$ cat config.mk
export PLATFORM = sky130hd
export DESIGN_NAME = uart_rx
export DESIGN_NICKNAME = d
export VERILOG_FILES = /design/src/rtl/uart_pkg.sv /design/src/rtl/uart_sync.sv /design/src/rtl/uart_rx.sv
export SDC_FILE = /design/constraint.sdc
export NUM_CORES = 1
export LEC_CHECK = 0
export ABC_AREA = 1
export CELL_PAD_IN_SITES_DETAIL_PLACEMENT = 0
export CELL_PAD_IN_SITES_GLOBAL_PLACEMENT = 2
export CORE_AREA = 2 2 70 72
export CTS_CLUSTER_SIZE = 25
export DETAILED_ROUTE_END_ITERATION = 7
export DIE_AREA = 0 0 72 74
export GPL_ROUTABILITY_DRIVEN = 0
export HOLD_SLACK_MARGIN = 0.03
export PLACE_DENSITY_LB_ADDON = 0.1
export SLEW_MARGIN = 20
export SYNTH_ARGS = -nofsm -noshare
export SYNTH_HDL_FRONTEND = slang
export SYNTH_SLANG_ARGS = --single-unit
$ cat constraint.sdc
create_clock -name clk -period 3.9 [get_ports clk]
set_input_delay 0.585 -clock clk [delete_from_list [all_inputs] [get_ports clk]]
set_output_delay 0.585 -clock clk [all_outputs]
set_load 0.01 [all_outputs]
$ cat src/rtl/uart_pkg.sv
// Shared UART definitions: FSM state encoding, parity modes, stop-bit encoding
// and the parity-error rule, used by both the transmitter and the receiver.
package uart_pkg;

  typedef enum logic [2:0] {
    S_IDLE   = 3'd0,
    S_START  = 3'd1,
    S_DATA   = 3'd2,
    S_PARITY = 3'd3,
    S_STOP   = 3'd4
  } uart_state_t;

  localparam int PAR_NONE  = 0;
  localparam int PAR_EVEN  = 1;
  localparam int PAR_ODD   = 2;
  localparam int PAR_MARK  = 3;
  localparam int PAR_SPACE = 4;

  localparam int STOP_1 = 0;
  localparam int STOP_2 = 1;

  // data_xor is the XOR of all data bits, p the received parity bit.
  function automatic logic parity_error(input int mode, input logic data_xor, input logic p);
    case (mode)
      PAR_EVEN:  return data_xor ^ p;
      PAR_ODD:   return ~(data_xor ^ p);
      PAR_MARK:  return ~p;
      PAR_SPACE: return p;
      default:   return 1'b0;
    endcase
  endfunction

endpackage

$ cat src/rtl/uart_sync.sv
// Two-flop synchroniser for an asynchronous input that idles high;
// both flops reset to 1 so a reset never looks like a falling edge.
module uart_sync (
  input  logic clk,
  input  logic nrst,
  input  logic d,
  output logic q
);

  logic meta;

  always_ff @(posedge clk or negedge nrst) begin
    if (!nrst) begin
      meta <= 1'b1;
      q    <= 1'b1;
    end else begin
      meta <= d;
      q    <= meta;
    end
  end

endmodule

$ cat src/rtl/uart_rx.sv
// Oversampling UART receiver with centre sampling and per-frame error flags.
// Define UART_RX_MAJORITY_EN to take each bit as a 2-of-3 vote around the centre.
module uart_rx
  import uart_pkg::*;
#(
  parameter int N      = 8,
  parameter int M      = 3,
  parameter int OVS    = 16,
  parameter int PARITY = 0,
  parameter int STOP   = 0
) (
  input  logic         clk,
  input  logic         nrst,
  input  logic         rx,
  output logic [N-1:0] data,
  output logic         valid,
  output logic         parity_err,
  output logic         frame_err,
  output logic         busy
);

  // Output handshake: valid is a one-cycle pulse with no backpressure; data,
  // parity_err and frame_err are valid in that cycle and hold until the next one.

  localparam int OS_W = $clog2(OVS);
`ifdef UART_RX_MAJORITY_EN
  localparam int START_PT = OVS / 2;
`else
  localparam int START_PT = OVS / 2 - 1;
`endif
  localparam logic [OS_W-1:0] OS_START  = OS_W'(START_PT);
  localparam logic [OS_W-1:0] OS_LAST   = OS_W'(OVS - 1);
  localparam logic [M-1:0]    BIT_LAST  = M'(N - 1);
  localparam logic [M-1:0]    STOP_LAST = M'(STOP);

  uart_state_t     state;
  logic            rx_s;
  logic            bit_s;
  logic            armed;
  logic [OS_W-1:0] os_cnt;
  logic [M-1:0]    bit_cnt;
  logic [N-1:0]    shreg;
  logic            par_cand;
  logic            ferr_cand;
  logic            centre;
  logic            stop_bad;

  uart_sync u_sync (
    .clk  (clk),
    .nrst (nrst),
    .d    (rx),
    .q    (rx_s)
  );

`ifdef UART_RX_MAJORITY_EN
  // hist[0] is rx_s one cycle ago, hist[1] two cycles ago; every decision point
  // is shifted one cycle late so the vote spans centre-1 .. centre+1.
  logic [1:0] hist;

  always_ff @(posedge clk or negedge nrst) begin
    if (!nrst) hist <= 2'b11;
    else       hist <= {hist[0], rx_s};
  end

  assign bit_s = (hist[1] & hist[0]) | (hist[1] & rx_s) | (hist[0] & rx_s);
`else
  assign bit_s = rx_s;
`endif

  assign centre   = (os_cnt == OS_LAST);
  assign stop_bad = ferr_cand | ~bit_s;
  assign busy     = (state != S_IDLE);

  always_ff @(posedge clk or negedge nrst) begin
    if (!nrst) begin
      state      <= S_IDLE;
      armed      <= 1'b0;
      os_cnt     <= '0;
      bit_cnt    <= '0;
      shreg      <= '0;
      par_cand   <= 1'b0;
      ferr_cand  <= 1'b0;
      data       <= '0;
      valid      <= 1'b0;
      parity_err <= 1'b0;
      frame_err  <= 1'b0;
    end else begin
      valid <= 1'b0;
      case (state)
        S_IDLE: begin
          if (rx_s) armed <= 1'b1;
          if (armed && !rx_s) begin
            state     <= S_START;
            os_cnt    <= '0;
            bit_cnt   <= '0;
            par_cand  <= 1'b0;
            ferr_cand <= 1'b0;
          end
        end
        S_START: begin
          if (os_cnt == OS_START) begin
            os_cnt <= '0;
            state  <= bit_s ? S_IDLE : S_DATA;
          end else begin
            os_cnt <= os_cnt + OS_W'(1);
          end
        end
        S_DATA: begin
          if (centre) begin
            os_cnt <= '0;
            shreg  <= {shreg[N-2:0], bit_s};
            if (bit_cnt == BIT_LAST) begin
              bit_cnt <= '0;
              state   <= (PARITY != PAR_NONE) ? S_PARITY : S_STOP;
            end else begin
              bit_cnt <= bit_cnt + M'(1);
            end
          end else begin
            os_cnt <= os_cnt + OS_W'(1);
          end
        end
        S_PARITY: begin
          if (centre) begin
            os_cnt   <= '0;
            par_cand <= parity_error(PARITY, ^shreg, bit_s);
            state    <= S_STOP;
          end else begin
            os_cnt <= os_cnt + OS_W'(1);
          end
        end
        S_STOP: begin
          if (centre) begin
            os_cnt <= '0;
            if (bit_cnt == STOP_LAST) begin
              // Leave at mid-stop so the next start edge is caught on time.
              data       <= shreg;
              valid      <= 1'b1;
              parity_err <= par_cand;
              frame_err  <= stop_bad;
              state      <= S_IDLE;
              if (stop_bad) armed <= 1'b0;
            end else begin
              bit_cnt   <= bit_cnt + M'(1);
              ferr_cand <= stop_bad;
            end
          end else begin
            os_cnt <= os_cnt + OS_W'(1);
          end
        end
        default: state <= S_IDLE;
      endcase
    end
  end

endmodule

==> results list, run 1 <==
* Pre-CTS worst setup slack: approximately 2000 ps
- For the worst setup path, the data required time is roughly 3300 ps.
- In the finished design, the share of the clock period the worst path needs comes to 55.5%.
- Sum of routed wire length over all layers: 3200 µm
* Largest family of logic cells by synthesized area: simple AND/OR/NAND/NOR gates
- Critical Path Source Type: register
- After the last flow step, the layout net total stands at 211.
- Highest clock rate: 462 MHz
* Antenna violations before repair: 0
* Number of I/O pins: 15
- The H-tree generated during clock tree synthesis spans 2 levels.
- Cell area after synthesis: roughly 1600 µm²
* Post-synth top area share: between 40% and 50%
- Leading post-synthesis cells by instance count: sky130_fd_sc_hd__nand2_1 (50), sky130_fd_sc_hd__dfrtp_1 (30), sky130_fd_sc_hd__inv_1 (22), sky130_fd_sc_hd__nand3_1 (13), sky130_fd_sc_hd__nor2_1 (10)
- Post-detailed-placement half-perimeter wirelength: 2290 µm
- Post-synthesis cell type count: 24
- Post-DRT Antenna Nets: 0
- Of all flip-flops after synthesis, the portion carrying an async set or reset was 100%.
- Fraction of final layout cells sized beyond drive strength 1: 18.0%
- IR analysis of the VDD net gives a maximum drop of 288 µV.
- Gr ovfl total: 0
* Xor/xnor cell area share of the yosys netlist: 1.07%
- Worst R2R Start: bit_cnt[0]$_DFFE_PN0P_
- Worst-case clock buffer depth: 2
- Among all stages on the critical path, the largest delay is contributed by sky130_fd_sc_hd__clkdlybuf4s50_1.
- STA classifies the critical path endpoint as a primary output.
- PwrDens: about 580 nW/µm²
- Mux contribution to synthesized area: 0%
* Leakage: 0.949 nW
* EDFF count, synth: 0
- The floorplan has 25 rows.
* Path class of the lowest-slack min-delay path: register to register
* Flop and latch count out of synthesis: 32
- The internal portion of the total power is 0.640 mW.
- Most frequent cell after synthesis: sky130_fd_sc_hd__nand2_1
- During synthesis, Yosys emitted a total of 0 warnings.
- Post-synthesis share of cell area spent on full adders, half adders and majority gates: 3.06%
- Global-route usage over all layers: about 14%
- Net load switching power: 0.452 mW
- The count of buffers added on input and output ports is 13.
- Cell count of the worst reg-to-reg path: 9
* Clock sinks: 32
- The detailed router placed 1186 vias in this run.
- The initial utilization of the core area, before any placement, comes to 35.6%.
* Endpoint of the worst register-to-register path: frame_err$_DFFE_PN0P_
- Area contributors post-synth: sky130_fd_sc_hd__dfrtp_1 (46%), sky130_fd_sc_hd__nand2_1 (11%), sky130_fd_sc_hd__inv_1 (5.0%)
- Synthesized net count: 194
- Critical-path cell list: nor2_4 -> nand2_1 -> clkdlybuf4s50_1
- Max cap viols: 0
- At the end of the flow the core is filled with cells to 41.0%.
- CTS clk-pin slew, worst paths: 60 ps
- Height of the die: 74 µm
* Die ar.: 5330 µm²
- Master cell of the clock root buffer: sky130_fd_sc_hd__clkbuf_8
* 1st-iter DRT viols: 57
- Setup repair after global routing left no endpoint under its margin.
* Per-cell routed wire length: 12.4 µm
- The worst hold path begins at u_sync.meta$_DFF_PN1_.
* Worst path setup slack after routing: 1740 ps
- In the synthesized netlist, the number of instances is 187.
- Of the total power, the clock network draws 22.0%.
* Sequential fraction of the synthesis area: 49.0%
- Post-layout minimum cycle time: 2160 ps
- The path with the worst hold slack has its endpoint at u_sync.q$_DFF_PN1_.
- Switching Share: 41.4%
* First-pass GRT wire length: 5500 µm
- The repair_antennas step left the layout with diodes totalling 0.
- Final worst clock skew: roughly 6.5 ps
* Number of buffers inserted for hold repair after clock tree synthesis: 0
* Die span in x: 72 µm
- Arrival time of the worst setup path: 1580 ps
* Setup-violating endpoint count in the final report: 0
* FF-to-FF setup slack: approximately 2300 ps
* Clock tree from TritonCTS: done
- Type of the worst setup path: register to primary output
- Summed over all failing endpoints, the final setup total negative slack is 0 ps.
- Crit-path max FO: 7
* Resize count post-CTS: 0
* Number of cells on the worst hold path: 0
- Summing the areas of all compound-gate instances in the mapped netlist gives a little under an eighth of the synthesized area.
* Final Hold Fails: 0
* Layout Area Growth over Synthesis: 15.0%
- Of the total synthesized cell area, the portion taken by AND, OR, NAND and NOR gates is between 20% and 30%.
* Vias per inst: 4.58
- Entering global routing, the biggest net connects 33 pins.
- Top_reg_cell synth: sky130_fd_sc_hd__dfrtp_1
- Worst skew pair latency: 270 ps
- Combinational Power Share: ~38%
- After detailed routing, the number of remaining DRC violations is 0.
- Core area: between 4000 and 5000 µm²
* Proportion of power drawn by flip-flops and latches: between 40% and 50%
- The number of pins with negative max-slew slack in the final report came to 0.
* Slowest stage delay, CP: slightly below 500 ps
- Drt pass-1 iters: 4
- The number of global-route vias before repair was 1157.
- A synthesized cell averages 8.76 µm².
* Num CTS Buffers: 5
- The biggest area contributor in the post-synthesis netlist is sky130_fd_sc_hd__dfrtp_1.
* Setup Buffers After CTS: 0
- Outcome: finished, final reports clean
state kept, by name, summed over array words and instances, names as in the netlist:
signal,count
ferr_cand,1
frame_err,1
valid,1
bit_cnt,3
shreg,8
u_sync.q,1
os_cnt,4
armed,1
state,3
data,8
u_sync.meta,1
power groups by stage:
stage	combinational, mW	clock [mW]	sequential, mW
after floorplan	0.334	0	0.422
after global placement	0.407	0	0.440
after detailed placement	0.417	0	0.443
after CTS	0.417	0.250	0.438
after global routing	0.471	0.272	0.446
final	0.413	0.241	0.438
worst max path at each step:
stage | startpoint | end | cells after the start
after floorplan | bit_cnt[0]$_DFFE_PN0P_ | data[2]$_DFFE_PN0P_ | 10
after global placement | state[1]$_DFFE_PN0P_ | busy | 3
after detailed placement | state[1]$_DFFE_PN0P_ | busy | 3
after CTS | state[1]$_DFFE_PN0P_ | busy | 3
after global routing | state[2]$_DFFE_PN0P_ | busy | 3
final | state[1]$_DFFE_PN0P_ | busy | 3
metrics by stage:
step                      hold slack [ps]  cell area, µm²  total power, mW  std cells
after global placement                350            1800            0.847        251
after floorplan                       289            1640            0.755        187
final                                 365            1880             1.09        259
after detailed placement              347            1800            0.859        251
after CTS                             365            1880             1.11        259
after global routing                  368            1880             1.19        259
area by class of cell:
cell class / count / area (µm²)
multi-input combinational: 125 / 691
fill: 479 / 2720
clock inverter: 1 / 5.00
timing repair buffer: 14 / 138
tap: 54 / 67.6
clock buffer: 7 / 76.3
sequential: 32 / 803
inverter: 26 / 103
cell usage in the layout, fill, tap and decap left out, drive strengths merged:
cell type	synthesis	final
conb	1	1
nand2	57	57
inv	26	26
dfstp	2	2
nand3	16	16
clkinv	0	1
xor2	2	2
ha	4	4
dfrtp	30	30
clkbuf	0	7
a21oi	5	5
buf	4	1
clkdlybuf4s50	0	13
nor2	15	15
o21ai	25	25
per-layer routing:
metal	up-vias	GRT usage, %	part of all wire [%]
met2	12	20.8	44
li1	620	-	-
met5	-	0	0
met1	552	18.4	52
met4	0	4.82	0.69
met3	2	5.01	2.6
kinds of logic after synthesis:
group | after synthesis
AND/OR/NAND/NOR | 88
buffers and inverters | 30
flip-flops | 32
XOR/XNOR | 2
other | 1
adder cells (fa/ha/maj) | 4
AO/OA/AOI/OAI | 30
critical path: cells and delay by family (launching register included):
kind / cells / cell delay, ps
AND/OR/NAND/NOR: 2 / 350
flip-flops: 1 / 470
buffers and inverters: 1 / 490
(Power assumes the default switching activity.)
==> inputs of run 2 (changes only) <==
--- a/config.mk
+++ b/config.mk
@@ -8,10 +8,10 @@
 export ABC_AREA = 1
 export CELL_PAD_IN_SITES_DETAIL_PLACEMENT = 0
 export CELL_PAD_IN_SITES_GLOBAL_PLACEMENT = 2
-export CORE_AREA = 2 2 70 72
+export CORE_AREA = 2 2 76 78
 export CTS_CLUSTER_SIZE = 25
 export DETAILED_ROUTE_END_ITERATION = 7
-export DIE_AREA = 0 0 72 74
+export DIE_AREA = 0 0 78 80
 export GPL_ROUTABILITY_DRIVEN = 0
 export HOLD_SLACK_MARGIN = 0.03
 export PLACE_DENSITY_LB_ADDON = 0.1
==> constraint.sdc (replaced) <==
create_clock -name clk -period 1.9 [get_ports clk]
set_input_delay 0.285 -clock clk [delete_from_list [all_inputs] [get_ports clk]]
set_output_delay 0.285 -clock clk [all_outputs]
set_load 0.01 [all_outputs]
==> results list, run 2 (synthesis gave the netlist of run 1 again) <==
- The arrival time at the worst endpoint is 1490 ps (-90 ps).
- Leading registers by flop count: data: 8 flops, shreg: 8 flops, os_cnt: 4 flops
- The slowest stage of the critical path belongs to the cell sky130_fd_sc_hd__clkdlybuf4s50_1.
- Max cap viols: 0 (unchanged)
* First-pass GRT wire length: 5420 µm (-1.4%)
* Num CTS Buffers: 5 (unchanged)
- Placed insts: 269 (+7.2%)
- The global-route congestion overflow total was 0 (unchanged).
- Layout Area Growth over Synthesis: 18.7%
* Master cell of the clock root buffer: sky130_fd_sc_hd__clkbuf_8
- The routed via count divided by cell count came to 4.31 (-5.8%).
- The delay of the slowest cell on the worst path came to 540 ps (+50 ps).
- The worst path uses 93.3% of the clock period.
* Number of I/O pins: 15 (unchanged)
* Vias: 1199 (+1.1%)
* Worst-case hold slack: 363 ps (-2.02 ps)
- I/O Buffers: 13 (unchanged)
* Worst voltage drop across the vdd grid: 523 µV (+82%)
* Post-DRT Antenna Nets: 0 (unchanged)
- Post-layout minimum cycle time: 1770 ps
* Global-route usage over all layers: 11.1% (-2.7 points)
* Worst-margin pin slew: 506 ps
* Per-cell routed wire length: 11.1 µm (-10%)
* Final Hold Fails: 0 (unchanged)
* Critical Path Source Type: register
- Sum of routed wire length over all layers: 3080 µm (-3.8%)
- The DRC violation total after the first TritonRoute iteration is 37 (-35%).
* Outcome: finished, final reports clean
- Commonest non-fill, non-tap cells in the layout: sky130_fd_sc_hd__nand2_1 (50), sky130_fd_sc_hd__dfrtp_1 (29), sky130_fd_sc_hd__inv_1 (22)
- Antenna violations before repair: 0 (unchanged)
- The total inserted antenna cells came to 0 (unchanged).
- Starting density of the core: 30.3% (-5.3 points)
- Clock tree from TritonCTS: done
- The setup path with the least slack is of type register to primary output.
* Largest net degree at the start of global routing: 33 (unchanged)
* Clock sinks: 32 (unchanged)
- Setup-violating endpoint count in the final report: 0 (unchanged)
- The share of cells above drive strength 1 was 19.9% (+1.9 points).
* Crit-path max FO: 8 (+1)
- The count of unresolved DRC violations after routing is 0 (unchanged).
* Worst-case clock buffer depth: 2 (unchanged)
- Path class of the lowest-slack min-delay path: register to register
- CTS clk-pin slew, worst paths: 70 ps (about the same)
- Most common cell after layout, fill and taps aside: sky130_fd_sc_hd__nand2_1
- The final standard cell count with taps included and fillers excluded came to 278 (+7.3%).
- The worst setup path is captured at a primary output.
- The cell area power density is 1230 nW/µm² (+110%).
- The site row count is 27 (+8.0%).
* Die span in x: 78 µm (+8.3%)
- Traced cell by cell, the critical path runs through inv_6 -> nand2_1 -> clkdlybuf4s50_1.
- Vias in the first global route: 1178 (+1.8%)
- The y dimension of the die was 80 µm (+8.1%).
- Final worst clock skew: 8.16 ps (+1.62 ps)
* Leakage: 0.964 nW (+1.6%)
* # nets final: 212 (+0.47%)
- In this run the tightest slew margin relative to its limit is 65.9%.
* Die ar.: 6240 µm² (+17%)
- Core area: 5410 µm² (+18%)
* Worst path required time: 1620 ps (-1690 ps)
- The detailed-router iteration count before antenna repair came to 4 (unchanged).
* Setup TNS: 0 ps (unchanged)
* Util after Layout: 36.0% (-5.0 points)
- Worst skew pair latency: 280 ps (about the same)
- The quantity of hold-fixing buffers added after cts came to 0 (unchanged).
- Highest clock rate: 564 MHz
- Setup repair after global routing left no endpoint under its margin.
- Post-detailed-placement half-perimeter wirelength: 2210 µm (-3.5%)
- Number of H-tree branching levels: 2 (unchanged)
* Total count of max-transition violations in the final report: 0 (unchanged)
[run 2: what timing repair did]
action / in CTS / in global routing
resized for setup: 1 / 0
endpoints found under the setup margin: 1 / 0
buffers inserted: 1 / 0
[run 2: cell type report]
class                           instances  area [µm²]
Tap cell                               72        90.1
Fill cell                             578        3460
Clock buffer                            5        68.8
Timing Repair Buffer                   15         145
Inverter                               26         103
Clock inverter                          3        42.5
Multi-Input combinational cell        125         691
Sequential cell                        32         805
[run 2: through the flow]
stage | setup WS [ps] | total power [mW] | area [µm²]
4_1_cts | 99.3 | 2.44 | 1940
2_1_floorplan | 509 | 1.55 | 1640
5_1_grt | 42.4 | 2.61 | 1940
3_3_place_gp | 291 | 1.75 | 1820
3_5_place_dp | 298 | 1.74 | 1820
6_report | 128 | 2.40 | 1940
[run 2: power breakdown]
part	switching, mW	internal, mW
Combinational	0.538	0.309
Sequential	0.131	0.768
Clock	0.267	0.388
[run 2: path summary, 6_finish.rpt]
kind,startpoint,endpoint,slack (ps),cells past startpoint
worst min register to register,u_sync.meta$_DFF_PN1_,u_sync.q$_DFF_PN1_,360,0
max in group asynchronous,nrst,u_sync.q$_DFF_PN1_,1160,2
worst min-delay path,u_sync.meta$_DFF_PN1_,u_sync.q$_DFF_PN1_,360,0
worst max-delay path,state[2]$_DFFE_PN0P_,busy,130,3
worst max register to register,bit_cnt[0]$_DFFE_PN0P_,data[1]$_DFFE_PN0P_,420,9
min in group asynchronous,nrst,shreg[6]$_DFFE_PN0P_,400,2
[run 2: worst max-delay path: cells and delay by family, from the launching register on]
kind,cells,cell delay (ps)
buffers and inverters,2,610
DFF,1,510
and+or+nand+nor,1,90
[run 2: per-layer routing]
metal | GRT usage (%) | vias to the layer above | part of all wire, %
li1 | - | 623 | -
met1 | 14.2 | 553 | 48
met2 | 18.0 | 18 | 47
met3 | 3.05 | 5 | 3.9
met4 | 3.68 | 0 | 1.4
met5 | 0 | - | 0
